--- src/rtl/expr_scheduler_if.sv ---
// Lane-side bus of the expression scheduler: three request lanes in,
// three held answers plus pulse/error/busy status out.
interface expr_scheduler_if #(
    parameter int OPW = 4
);
    logic [2:0]         req_valid;
    logic [2:0]         req_ready;
    logic [3*OPW-1:0]   req_exp0;
    logic [3*OPW-1:0]   req_exp1;
    logic [3*OPW-1:0]   req_exp2;
    logic [OPW-1:0]     ans0;
    logic [OPW-1:0]     ans1;
    logic [OPW-1:0]     ans2;
    logic [2:0]         ans_valid;
    logic [2:0]         err;
    logic               busy;

    modport master (
        output req_valid, req_exp0, req_exp1, req_exp2,
        input  req_ready, ans0, ans1, ans2, ans_valid, err, busy
    );

    modport slave (
        input  req_valid, req_exp0, req_exp1, req_exp2,
        output req_ready, ans0, ans1, ans2, ans_valid, err, busy
    );
endinterface

--- src/rtl/expr_scheduler.sv ---
// One shared ALU (add/sub/mul single cycle, restoring divide) time-shared
// between three expression lanes by a round-robin arbiter.
module expr_scheduler #(
    parameter int OPW = 4
) (
    input  logic            clk,
    input  logic            rst,
    expr_scheduler_if.slave bus
);
    localparam int EW = 3 * OPW;
    localparam int CW = (OPW > 2) ? $clog2(OPW) : 1;

    localparam logic [3:0] OP_ADD = 4'hA;
    localparam logic [3:0] OP_SUB = 4'hB;
    localparam logic [3:0] OP_MUL = 4'hC;
    localparam logic [3:0] OP_DIV = 4'hD;

    typedef enum logic [1:0] {IDLE, EXEC, DIV, DONE} state_t;

    state_t           state_q, state_d;
    logic [1:0]       ptr_q, ptr_d;
    logic [1:0]       lane_q, lane_d;
    logic [OPW-1:0]   a_q, a_d;
    logic [OPW-1:0]   b_q, b_d;
    logic [3:0]       op_q, op_d;
    logic [OPW-1:0]   res_q, res_d;
    logic             rerr_q, rerr_d;
    logic [OPW-1:0]   rem_q, rem_d;
    logic [OPW-1:0]   quo_q, quo_d;
    logic [CW-1:0]    cnt_q, cnt_d;
    logic [OPW-1:0]   ans_q [3];
    logic [OPW-1:0]   ans_d [3];
    logic [2:0]       ans_valid_q, ans_valid_d;
    logic [2:0]       err_q, err_d;

    logic [2:0]       grant;
    logic [2:0]       req_ready;
    logic [1:0]       win;
    logic [1:0]       c1, c2, c3;
    logic [EW-1:0]    win_exp;
    logic [OPW:0]     rem_sh;
    logic [OPW:0]     diff;

    function automatic logic [1:0] next_lane(input logic [1:0] l);
        return (l == 2'd2) ? 2'd0 : l + 2'd1;
    endfunction

    // Search starts at the lane after the last one served.
    always_comb begin
        grant = '0;
        win   = ptr_q;
        c1    = next_lane(ptr_q);
        c2    = next_lane(c1);
        c3    = next_lane(c2);
        if (bus.req_valid[c1]) begin
            win = c1;
            grant[c1] = 1'b1;
        end else if (bus.req_valid[c2]) begin
            win = c2;
            grant[c2] = 1'b1;
        end else if (bus.req_valid[c3]) begin
            win = c3;
            grant[c3] = 1'b1;
        end
    end

    always_comb begin
        case (win)
            2'd0:    win_exp = bus.req_exp0;
            2'd1:    win_exp = bus.req_exp1;
            default: win_exp = bus.req_exp2;
        endcase
    end

    // Reset is sampled combinationally so no grant can leak out while held.
    assign req_ready = (state_q == IDLE && rst) ? grant : 3'b000;

    // One restoring step: shift in the next dividend bit, try to subtract B.
    assign rem_sh = {rem_q, quo_q[OPW-1]};
    assign diff   = rem_sh - {1'b0, b_q};

    // NOTE: every _d gets its hold value first so no path can infer a latch.
    always_comb begin
        state_d     = state_q;
        ptr_d       = ptr_q;
        lane_d      = lane_q;
        a_d         = a_q;
        b_d         = b_q;
        op_d        = op_q;
        res_d       = res_q;
        rerr_d      = rerr_q;
        rem_d       = rem_q;
        quo_d       = quo_q;
        cnt_d       = cnt_q;
        ans_d       = ans_q;
        err_d       = err_q;
        ans_valid_d = 3'b000;

        case (state_q)
            IDLE: begin
                if (req_ready != 3'b000) begin
                    if (win_exp == '0) begin
                        ptr_d = win;
                    end else begin
                        lane_d  = win;
                        a_d     = win_exp[EW-1 -: OPW];
                        op_d    = win_exp[OPW +: 4];
                        b_d     = win_exp[OPW-1:0];
                        state_d = EXEC;
                    end
                end
            end
            EXEC: begin
                state_d = DONE;
                rerr_d  = 1'b0;
                case (op_q)
                    OP_ADD: res_d = a_q + b_q;
                    OP_SUB: res_d = a_q - b_q;
                    OP_MUL: res_d = a_q * b_q;
                    OP_DIV: begin
                        if (b_q == '0) begin
                            res_d  = '1;
                            rerr_d = 1'b1;
                        end else begin
                            rem_d   = '0;
                            quo_d   = a_q;
                            cnt_d   = '0;
                            state_d = DIV;
                        end
                    end
                    default: begin
                        res_d  = '0;
                        rerr_d = 1'b1;
                    end
                endcase
            end
            DIV: begin
                if (!diff[OPW]) begin
                    rem_d = diff[OPW-1:0];
                    quo_d = {quo_q[OPW-2:0], 1'b1};
                end else begin
                    rem_d = rem_sh[OPW-1:0];
                    quo_d = {quo_q[OPW-2:0], 1'b0};
                end
                cnt_d = cnt_q + 1'b1;
                if (cnt_q == CW'(OPW - 1)) begin
                    res_d   = quo_d;
                    rerr_d  = 1'b0;
                    state_d = DONE;
                end
            end
            DONE: begin
                ans_d[lane_q]       = res_q;
                err_d[lane_q]       = rerr_q;
                ans_valid_d[lane_q] = 1'b1;
                ptr_d               = lane_q;
                state_d             = IDLE;
            end
            default: state_d = IDLE;
        endcase
    end

    // NOTE: sequential state uses non-blocking assignments only.
    always_ff @(posedge clk or negedge rst) begin
        if (!rst) begin
            state_q     <= IDLE;
            ptr_q       <= 2'd2;
            lane_q      <= 2'd0;
            a_q         <= '0;
            b_q         <= '0;
            op_q        <= '0;
            res_q       <= '0;
            rerr_q      <= 1'b0;
            rem_q       <= '0;
            quo_q       <= '0;
            cnt_q       <= '0;
            ans_q       <= '{default: '0};
            ans_valid_q <= 3'b000;
            err_q       <= 3'b000;
        end else begin
            state_q     <= state_d;
            ptr_q       <= ptr_d;
            lane_q      <= lane_d;
            a_q         <= a_d;
            b_q         <= b_d;
            op_q        <= op_d;
            res_q       <= res_d;
            rerr_q      <= rerr_d;
            rem_q       <= rem_d;
            quo_q       <= quo_d;
            cnt_q       <= cnt_d;
            ans_q       <= ans_d;
            ans_valid_q <= ans_valid_d;
            err_q       <= err_d;
        end
    end

    assign bus.req_ready = req_ready;
    assign bus.ans0      = ans_q[0];
    assign bus.ans1      = ans_q[1];
    assign bus.ans2      = ans_q[2];
    assign bus.ans_valid = ans_valid_q;
    assign bus.err       = err_q;
    assign bus.busy      = (state_q != IDLE);
endmodule

--- src/flat_wrapper.sv ---
// flat-port wrapper written by rule: the top's interface ports become plain ports
module expr_scheduler_flat 
#(
    parameter int OPW = 4
)
  (clk, rst, bus_req_valid, bus_req_exp0, bus_req_exp1, bus_req_exp2, bus_req_ready, bus_ans0, bus_ans1, bus_ans2, bus_ans_valid, bus_err, bus_busy);
  expr_scheduler_if #(.OPW(OPW)) bus_i ();
  input  logic clk;
  input  logic rst;
  input wire logic [$bits(bus_i.req_valid)-1:0] bus_req_valid;
  input wire logic [$bits(bus_i.req_exp0)-1:0] bus_req_exp0;
  input wire logic [$bits(bus_i.req_exp1)-1:0] bus_req_exp1;
  input wire logic [$bits(bus_i.req_exp2)-1:0] bus_req_exp2;
  output wire logic [$bits(bus_i.req_ready)-1:0] bus_req_ready;
  output wire logic [$bits(bus_i.ans0)-1:0] bus_ans0;
  output wire logic [$bits(bus_i.ans1)-1:0] bus_ans1;
  output wire logic [$bits(bus_i.ans2)-1:0] bus_ans2;
  output wire logic [$bits(bus_i.ans_valid)-1:0] bus_ans_valid;
  output wire logic [$bits(bus_i.err)-1:0] bus_err;
  output wire logic [$bits(bus_i.busy)-1:0] bus_busy;
  assign bus_i.req_valid = bus_req_valid;
  assign bus_i.req_exp0 = bus_req_exp0;
  assign bus_i.req_exp1 = bus_req_exp1;
  assign bus_i.req_exp2 = bus_req_exp2;
  assign bus_req_ready = bus_i.req_ready;
  assign bus_ans0 = bus_i.ans0;
  assign bus_ans1 = bus_i.ans1;
  assign bus_ans2 = bus_i.ans2;
  assign bus_ans_valid = bus_i.ans_valid;
  assign bus_err = bus_i.err;
  assign bus_busy = bus_i.busy;
  expr_scheduler #(.OPW(OPW)) u_core (.clk(clk), .rst(rst), .bus(bus_i));
endmodule
--- config.mk ---
export PLATFORM = sky130hd
export DESIGN_NAME = expr_scheduler_flat
export DESIGN_NICKNAME = d
export VERILOG_FILES = /design/src/rtl/expr_scheduler_if.sv /design/src/rtl/expr_scheduler.sv /design/src/flat_wrapper.sv
export SDC_FILE = /design/constraint.sdc
export NUM_CORES = 1
export LEC_CHECK = 0
export ABC_AREA = 1
export CORE_UTILIZATION = 53
export CTS_CLUSTER_SIZE = 28
export DETAILED_ROUTE_END_ITERATION = 6
export GPL_ROUTABILITY_DRIVEN = 0
export GPL_TIMING_DRIVEN = 0
export PLACE_DENSITY = 0.8
export SYNTH_ARGS = -nofsm -noshare
export SYNTH_HDL_FRONTEND = slang
export SYNTH_SLANG_ARGS = --single-unit
--- constraint.sdc ---
create_clock -name clk -period 2.5 [get_ports clk]
set_input_delay 0.25 -clock clk [delete_from_list [all_inputs] [get_ports clk]]
set_output_delay 0.25 -clock clk [all_outputs]
set_load 0.01 [all_outputs]
; Word level (Yosys, flattened, before mapping)
; Cells that the tools add are included.
; Widths: inputs -> output; s select.
[word_totals]
register_bits = 51
output_inout_bits = 22
wordCells = 134
[classes]
addsub = 7
multipliers = 1
n_lt_le_gt_ge = 10
n_eq_ne = 19
muxes = 58
bitwise = 2
reduce_logical = 21
[ops]
columns = op, count
row1 = $mux 4, 8
row2 = $mux 2, 14
row3 = $pmux 12 s2, 1
row4 = $pmux 4 s2, 3
row5 = $eq 4x4->1 const B, 4
row6 = $pmux 4 s4, 1
row7 = $mux 3, 5
row8 = $reduce_and 3->1, 5
row9 = $bwmux 12, 1
row10 = $eq 2x2->1 const B, 6
row11 = $logic_not 12->1, 1
row12 = $lt 2x3->1 const B, 4
row13 = $mux 1, 11
row14 = $add 2x1->2 const B, 4
row15 = $demux 1 s2, 4
row16 = $demux 4 s2, 1
row17 = $ge 2x1->1 const B, 4
row18 = $ne 2x2->1 const B, 4
row19 = $pmux 2 s2, 2
row20 = $pmux 2 s4, 1
row21 = $bmux 1 s2, 3
row22 = $logic_and 1x1->1, 6
row23 = $reduce_bool 2->1, 3
row24 = $sub 5x4->5, 1
row25 = 17 further kinds, 21

; Longest topological paths before layout
[depth]
depth_word = 17
depth_mapped = 18
ltp_nobuf = 16

; Worst setup path before layout
; No wires, ideal clock.
[synth_path]
kind = flip-flop to flip-flop
startpoint = register u_core.b_q[0]
endpoint = register u_core.rem_q[1]
setup_time_ns = 0.122
t_arrival_ns = 2.064
required_ns = 2.378
setup_slack_ns = 0.314
stages_incl_launch_ff = 9
path_buffers = 0
cell_sequence = dfrtp_1 > ha_1 > fa_1 > o21bai_1 > a21oi_1 > or2_2 > nand2_1 > nand2_1 > a32o_1
[synth_via]
elab_chain_cells = 3
elab_cells_between_ends = 6
[synth_rtl]
columns = item, line
row1 = "start, declared", expr_scheduler.sv:24  ; logic [OPW-1:0] b_q, b_d;
row2 = "start signal, assigned", expr_scheduler.sv:170  ; b_q <= '0;
row3 = "start signal, assigned", expr_scheduler.sv:185  ; b_q <= b_d;
row4 = $sub 5x4->5 or $logic_not 4->1 (tied branches), "expr_scheduler.sv:80, expr_scheduler.sv:121"
row5 = $mux 4 or $ne 2x2->1 (tied branches), -
row6 = $pmux 4 s2 or $reduce_and 3->1 (tied branches), -
row7 = "end signal, assigned", expr_scheduler.sv:189  ; rem_q <= rem_d;
row8 = "end, declared", expr_scheduler.sv:28  ; logic [OPW-1:0] rem_q, rem_d;
; Parallel ways exist; a longest one is shown, timed or not.
; A chain may end at the register's enable or synchronous reset.

; Worst setup path in the final report
[layout_path]
startpoint = register u_core.ptr_q[1]
endpoint = register u_core.a_q[1]
[layout_via]
elab_chain_cells = 16
elab_cells_between_ends = 44
[layout_rtl]
columns = item, line
row1 = "start, declared", expr_scheduler.sv:21  ; logic [1:0] ptr_q, ptr_d;
row2 = "start signal, assigned", expr_scheduler.sv:182  ; ptr_q <= ptr_d;
row3 = $add 2x1->2 or $eq 2x2->1 (tied branches), expr_scheduler.sv:45  ; return (l == 2'd2) ? 2'd0 : l + 2'd1;
row4 = $mux 2, expr_scheduler.sv:45
row5 = $add 2x1->2 or $eq 2x2->1 (tied branches), expr_scheduler.sv:45
row6 = $mux 2, expr_scheduler.sv:45
row7 = $add 2x1->2 or $eq 2x2->1 (tied branches), expr_scheduler.sv:45
row8 = $mux 2, expr_scheduler.sv:45
row9 = "$bmux 1 s2, or another cell as far along", expr_scheduler.sv:61  ; end else if (bus.req_valid[c3]) begin
row10 = $mux 1 (not written as such) or $logic_and 1x1->1 (tied branches), "expr_scheduler.sv:61, expr_scheduler.sv:63"
row11 = $mux 2 or $mux 1 (tied branches), "expr_scheduler.sv:61, expr_scheduler.sv:63"
row12 = $mux 2 or $demux 1 s2 (tied branches), -
row13 = $mux 2 or $mux 3 (tied branches), "expr_scheduler.sv:55, expr_scheduler.sv:61"
row14 = "$eq 2x1->1, or another cell as far along", expr_scheduler.sv:68  ; case (win)
row15 = $pmux 12 s2 or $mux 3 (tied branches), "expr_scheduler.sv:68, expr_scheduler.sv:55"
row16 = $logic_not 12->1 or $mux 3 (tied branches), "expr_scheduler.sv:102, expr_scheduler.sv:76"
row17 = $not 1->1 (no line) or $reduce_bool 3->1 (tied branches), -
row18 = $reduce_and 3->1 (no line), -
row19 = "end signal, assigned", expr_scheduler.sv:169  ; a_q <= '0;
row20 = "end signal, assigned", expr_scheduler.sv:184  ; a_q <= a_d;
row21 = "end, declared", expr_scheduler.sv:23  ; logic [OPW-1:0] a_q, a_d;
; Parallel ways exist; a longest one is shown, timed or not. The select of a mux whose other input is x is not followed.

==> metrics.md <==
| Metric | Value |
|---|---|
| Status | `finished, violations left` |
| Failing checks | `negative setup slack` |
| CP arrival | `2760 ps` |
| # DRC | `0` |
| Max H-tree Level | `2` |
| Crit path max fanout | `8` |
| Highest-count cells in the layout ignoring fill and taps | `115 x nand2_1, 58 x clkdlybuf4s50_1, 49 x dfrtp_1` |
| Worst R2R Setup Slack | `-60 ps` |
| FP Rows | `28` |
| Avg Vias per Cell | `5.29` |
| Die Y | `81.4 um` |
| Sequential element share of the synthesized area | `38.3%` |
| Clock tree buffer depth | `2` |
| Clk_lat worst skew | `300 ps` |
| Internal cell power | `3.41 mW` |
| Synth cell types | `45` |
| Synth area leaders | `dfrtp_1 37%, nand2_1 14%, ha_1 7.1%` |
| CTS Buf Count | `5` |
| Main flop type after synthesis | `dfrtp_1` |
| Lkg Pwr | `2.23 nW` |
| Total power draw | `6.45 mW` |
| Antenna violations before repair | `0` |
| Syn Nets | `489` |
| Global-route wire length before repair | `12.7 mm` |
| Startpoint Class | `flip-flop` |
| Post-layout nets | `578` |
| Slowest CP cell | `dfstp_2` |
| Largest net degree at the start of global routing | `41` |
| PortBufs | `62` |
| Top Ports | `63` |
| Synth Area in Adders | `8.32%` |
| Initial core utilization | `55.7%` |
| Ys async rst share | `100%` |
| TritonRoute pass-1 iters | `4` |
| WP buf/inv | `3` |
| Period utilization | `102%` |
| Vias in the first global route | `2862` |
| Sw Pwr | `3.04 mW` |
| Clock-pin transition on the worst setup and hold timing paths | `100 ps` |
| Die area | `6620 um2` |
| R2r worst-path depth | `16` |
| Max-slew headroom | `59.3%` |
| Core area | `5990 um2` |
| Most frequent CP cell | `nor2_4` |
| Seq pwr share | `23.7%` |
| Syn avg cell area | `7.81 um2` |
| Max Clk Rate | `0.391 GHz` |
| Layout cells sized above 1 | `16.8%` |
| Synth warn | `0` |
| Setup TNS | `-274 ps` |
| Critical path required time | `2700 ps` |
| Post-synthesis mux area share | `0%` |
| CP Class | `flip-flop to flip-flop` |
| Synth Area in Compound Gates | `14.2%` |
| Net Sw Frac | `47.1%` |
| Final worst setup slack | `-56.6 ps` |
| XOR/XNOR Fraction of Synth Area | `3.15%` |
| Simple-gate portion of the synthesized area | `27.9%` |
| Post-synth top area share | `37.5%` |
| Cell family with most CP delay | `simple AND/OR/NAND/NOR gates` |
| Combinational share of power | `66.8%` |
| Vias | `3132` |
| Most area-hungry cell type in the Yosys netlist | `dfrtp_1` |
| Root Buffer | `clkbuf_8` |
| Worst-path cell chain | `nor2_4 > inv_2 > nand2_2 > a21oi_4 > nor2_4 > nor2_4 > buf_6 > nand3_1 > nand3_2 > nor2_1 > nand2_1 > nor2_4 > nand2_4 > nand2_8 > clkbuf_16 > o21a_1` |
| Chip width | `81.4 um` |
| Worst Hold Class | `primary input to asynchronous set/reset pin` |
| Area growth from synthesis to layout | `35.4%` |
| Clock period minus worst slack | `2560 ps` |
| Critical Path Stages | `16` |
| Mapped Cells | `427` |
| Pwr Density | `1430 nW/um2` |
| EDFF count, synth | `0` |
| RSZ-0062 raised after global routing | `true` |
| Total gr overflow | `0` |
| Clock Power Share | `9.5%` |
| All-layer global routing usage | `25.0%` |
| Slew @ Worst Pin | `608 ps` |
| Routed wire length | `8.40 mm` |
| Max incr delay on CP | `660 ps` |
| Endpoints failing hold | `0` |
| Setup Viol. Count Final | `6` |
| Skew final | `4.95 ps` |
| Mapped Area | `3340 um2` |
| Most common cell after layout, fill and taps aside | `nand2_1` |
| CTS sink cnt | `51` |
| Peak VDD IR | `0.817 mV` |
| Antenna Cells | `0` |
| Dpl hpwl | `5.89 mm` |
| Slew Limit Fails | `0` |
| Initial DRC Count | `154` |
| Antenna Nets Post-Route | `0` |
| Post-synthesis register bit count | `51` |
| Mean routed wirelength per cell | `14.2 um` |
| CTS tree | `done` |
| Setup crit end kind | `flip-flop` |
| Largest family of logic cells by synthesized area | `simple AND/OR/NAND/NOR gates` |
| Max-cap viol count | `0` |
[power by group through the flow]
stage	Clock [mW]	Sequential, mW	Combinational, mW
floorplan	0	1.49	2.67
global placement	0	1.51	3.51
detailed placement	0	1.52	3.63
CTS	0.625	1.51	3.70
global route	0.656	1.57	4.76
finish	0.612	1.53	4.31
[tightest hold or removal path: stages]
cell,delay (ps)
dlygate4sd3_1,520
buf_2,130
buf_12,220
[state kept, by name, summed over array words and instances (netlist names)]
name / flops
u_core.bus.ans1: 4
u_core.quo_q: 4
u_core.b_q: 4
u_core.state_q: 2
u_core.ptr_q: 2
u_core.op_q: 4
u_core.bus.ans0: 4
u_core.bus.err: 3
u_core.rerr_q: 1
u_core.res_q: 4
u_core.bus.ans2: 4
u_core.bus.ans_valid: 3
u_core.rem_q: 4
u_core.cnt_q: 2
u_core.a_q: 4
u_core.lane_q: 2
[area by class of cell]
cell class	count	area (um2)
inverter	51	194
clock buffer	6	82.6
buffer	8	86.3
sequential	51	1280
fill	435	1470
multi-input combinational	317	1930
timing repair buffer	82	812
tap	75	93.8
clock inverter	2	38.8
[stage by stage]
step                      instance area [um2]  hold WS (ps)  utilization [%]  worst slack (ps)  cells
after floorplan                          3340         -45.6                -               314    427
after global placement                   4050           464             67.6             -1360    564
after detailed placement                 4070           173             67.9              -219    565
after CTS                                4220           447             70.5              19.9    577
after global routing                     4520           469             75.4              -119    592
final                                    4520           437             75.4             -56.6    592
[cell families (layout without fill, tap and decap cells)]
family                   Yosys count  in the layout
AO/OA/AOI/OAI                     77             77
XOR/XNOR                          12             12
adder cells (fa/ha/maj)           21             21
buffers and inverters             59            149
flip-flops                        51             51
AND/OR/NAND/NOR                  207            207
[per-layer routing]
layer  GRT usage, %  vias up  share of wire (%)
li1               -     1573                  -
met1           30.8     1425                 42
met2           42.7      114                 51
met3           4.16       20                5.0
met4           10.7        0                2.0
met5              0        -                  0
[synth_stat cells, types with 2 or more instances]
cell	instances
fa_1	2
nand2_1	123
nor2_1	19
a211oi_1	2
ha_1	19
nor2_2	6
xor2_1	5
o21a_1	6
dfrtp_1	50
o211ai_1	2
a21oi_1	10
nand2_2	3
xnor2_1	7
o21ai_1	3
inv_2	2
nand3_1	39
o21ai_0	35
o21bai_1	2
inv_1	46
buf_6	5
nor3_1	4
o21ai_2	5
clkinv_1	3
nand4_1	3
a21oi_2	4
nor2_4	3
[final timing paths]
kind,endpoint,from
worst max-delay path,u_core.a_q[1]$_DFFE_PN0P_,u_core.ptr_q[1]$_DFFE_PN1P_
worst max register to register,u_core.a_q[1]$_DFFE_PN0P_,u_core.ptr_q[1]$_DFFE_PN1P_
worst min-delay path,u_core.rem_q[3]$_DFFE_PN0P_,rst
worst min register to register,u_core.bus.ans1[0]$_DFFE_PN0P_,u_core.bus.ans1[0]$_DFFE_PN0P_
min in group clk,u_core.bus.ans1[0]$_DFFE_PN0P_,u_core.bus.ans1[0]$_DFFE_PN0P_
max in group asynchronous,u_core.a_q[1]$_DFFE_PN0P_,rst
[what timing repair did]
| action | CTS | global route |
|---|---|---|
| hold buffers | 2 | 0 |
| pin swaps | 1 | 10 |
| hold endpoints to repair | 13 | 0 |
| setup endpoints to repair | 15 | 25 |
| buffers inserted | 2 | 12 |
| gates resized for setup | 2 | 46 |
| gates cloned | 0 | 3 |
(Power assumes the default switching activity.)
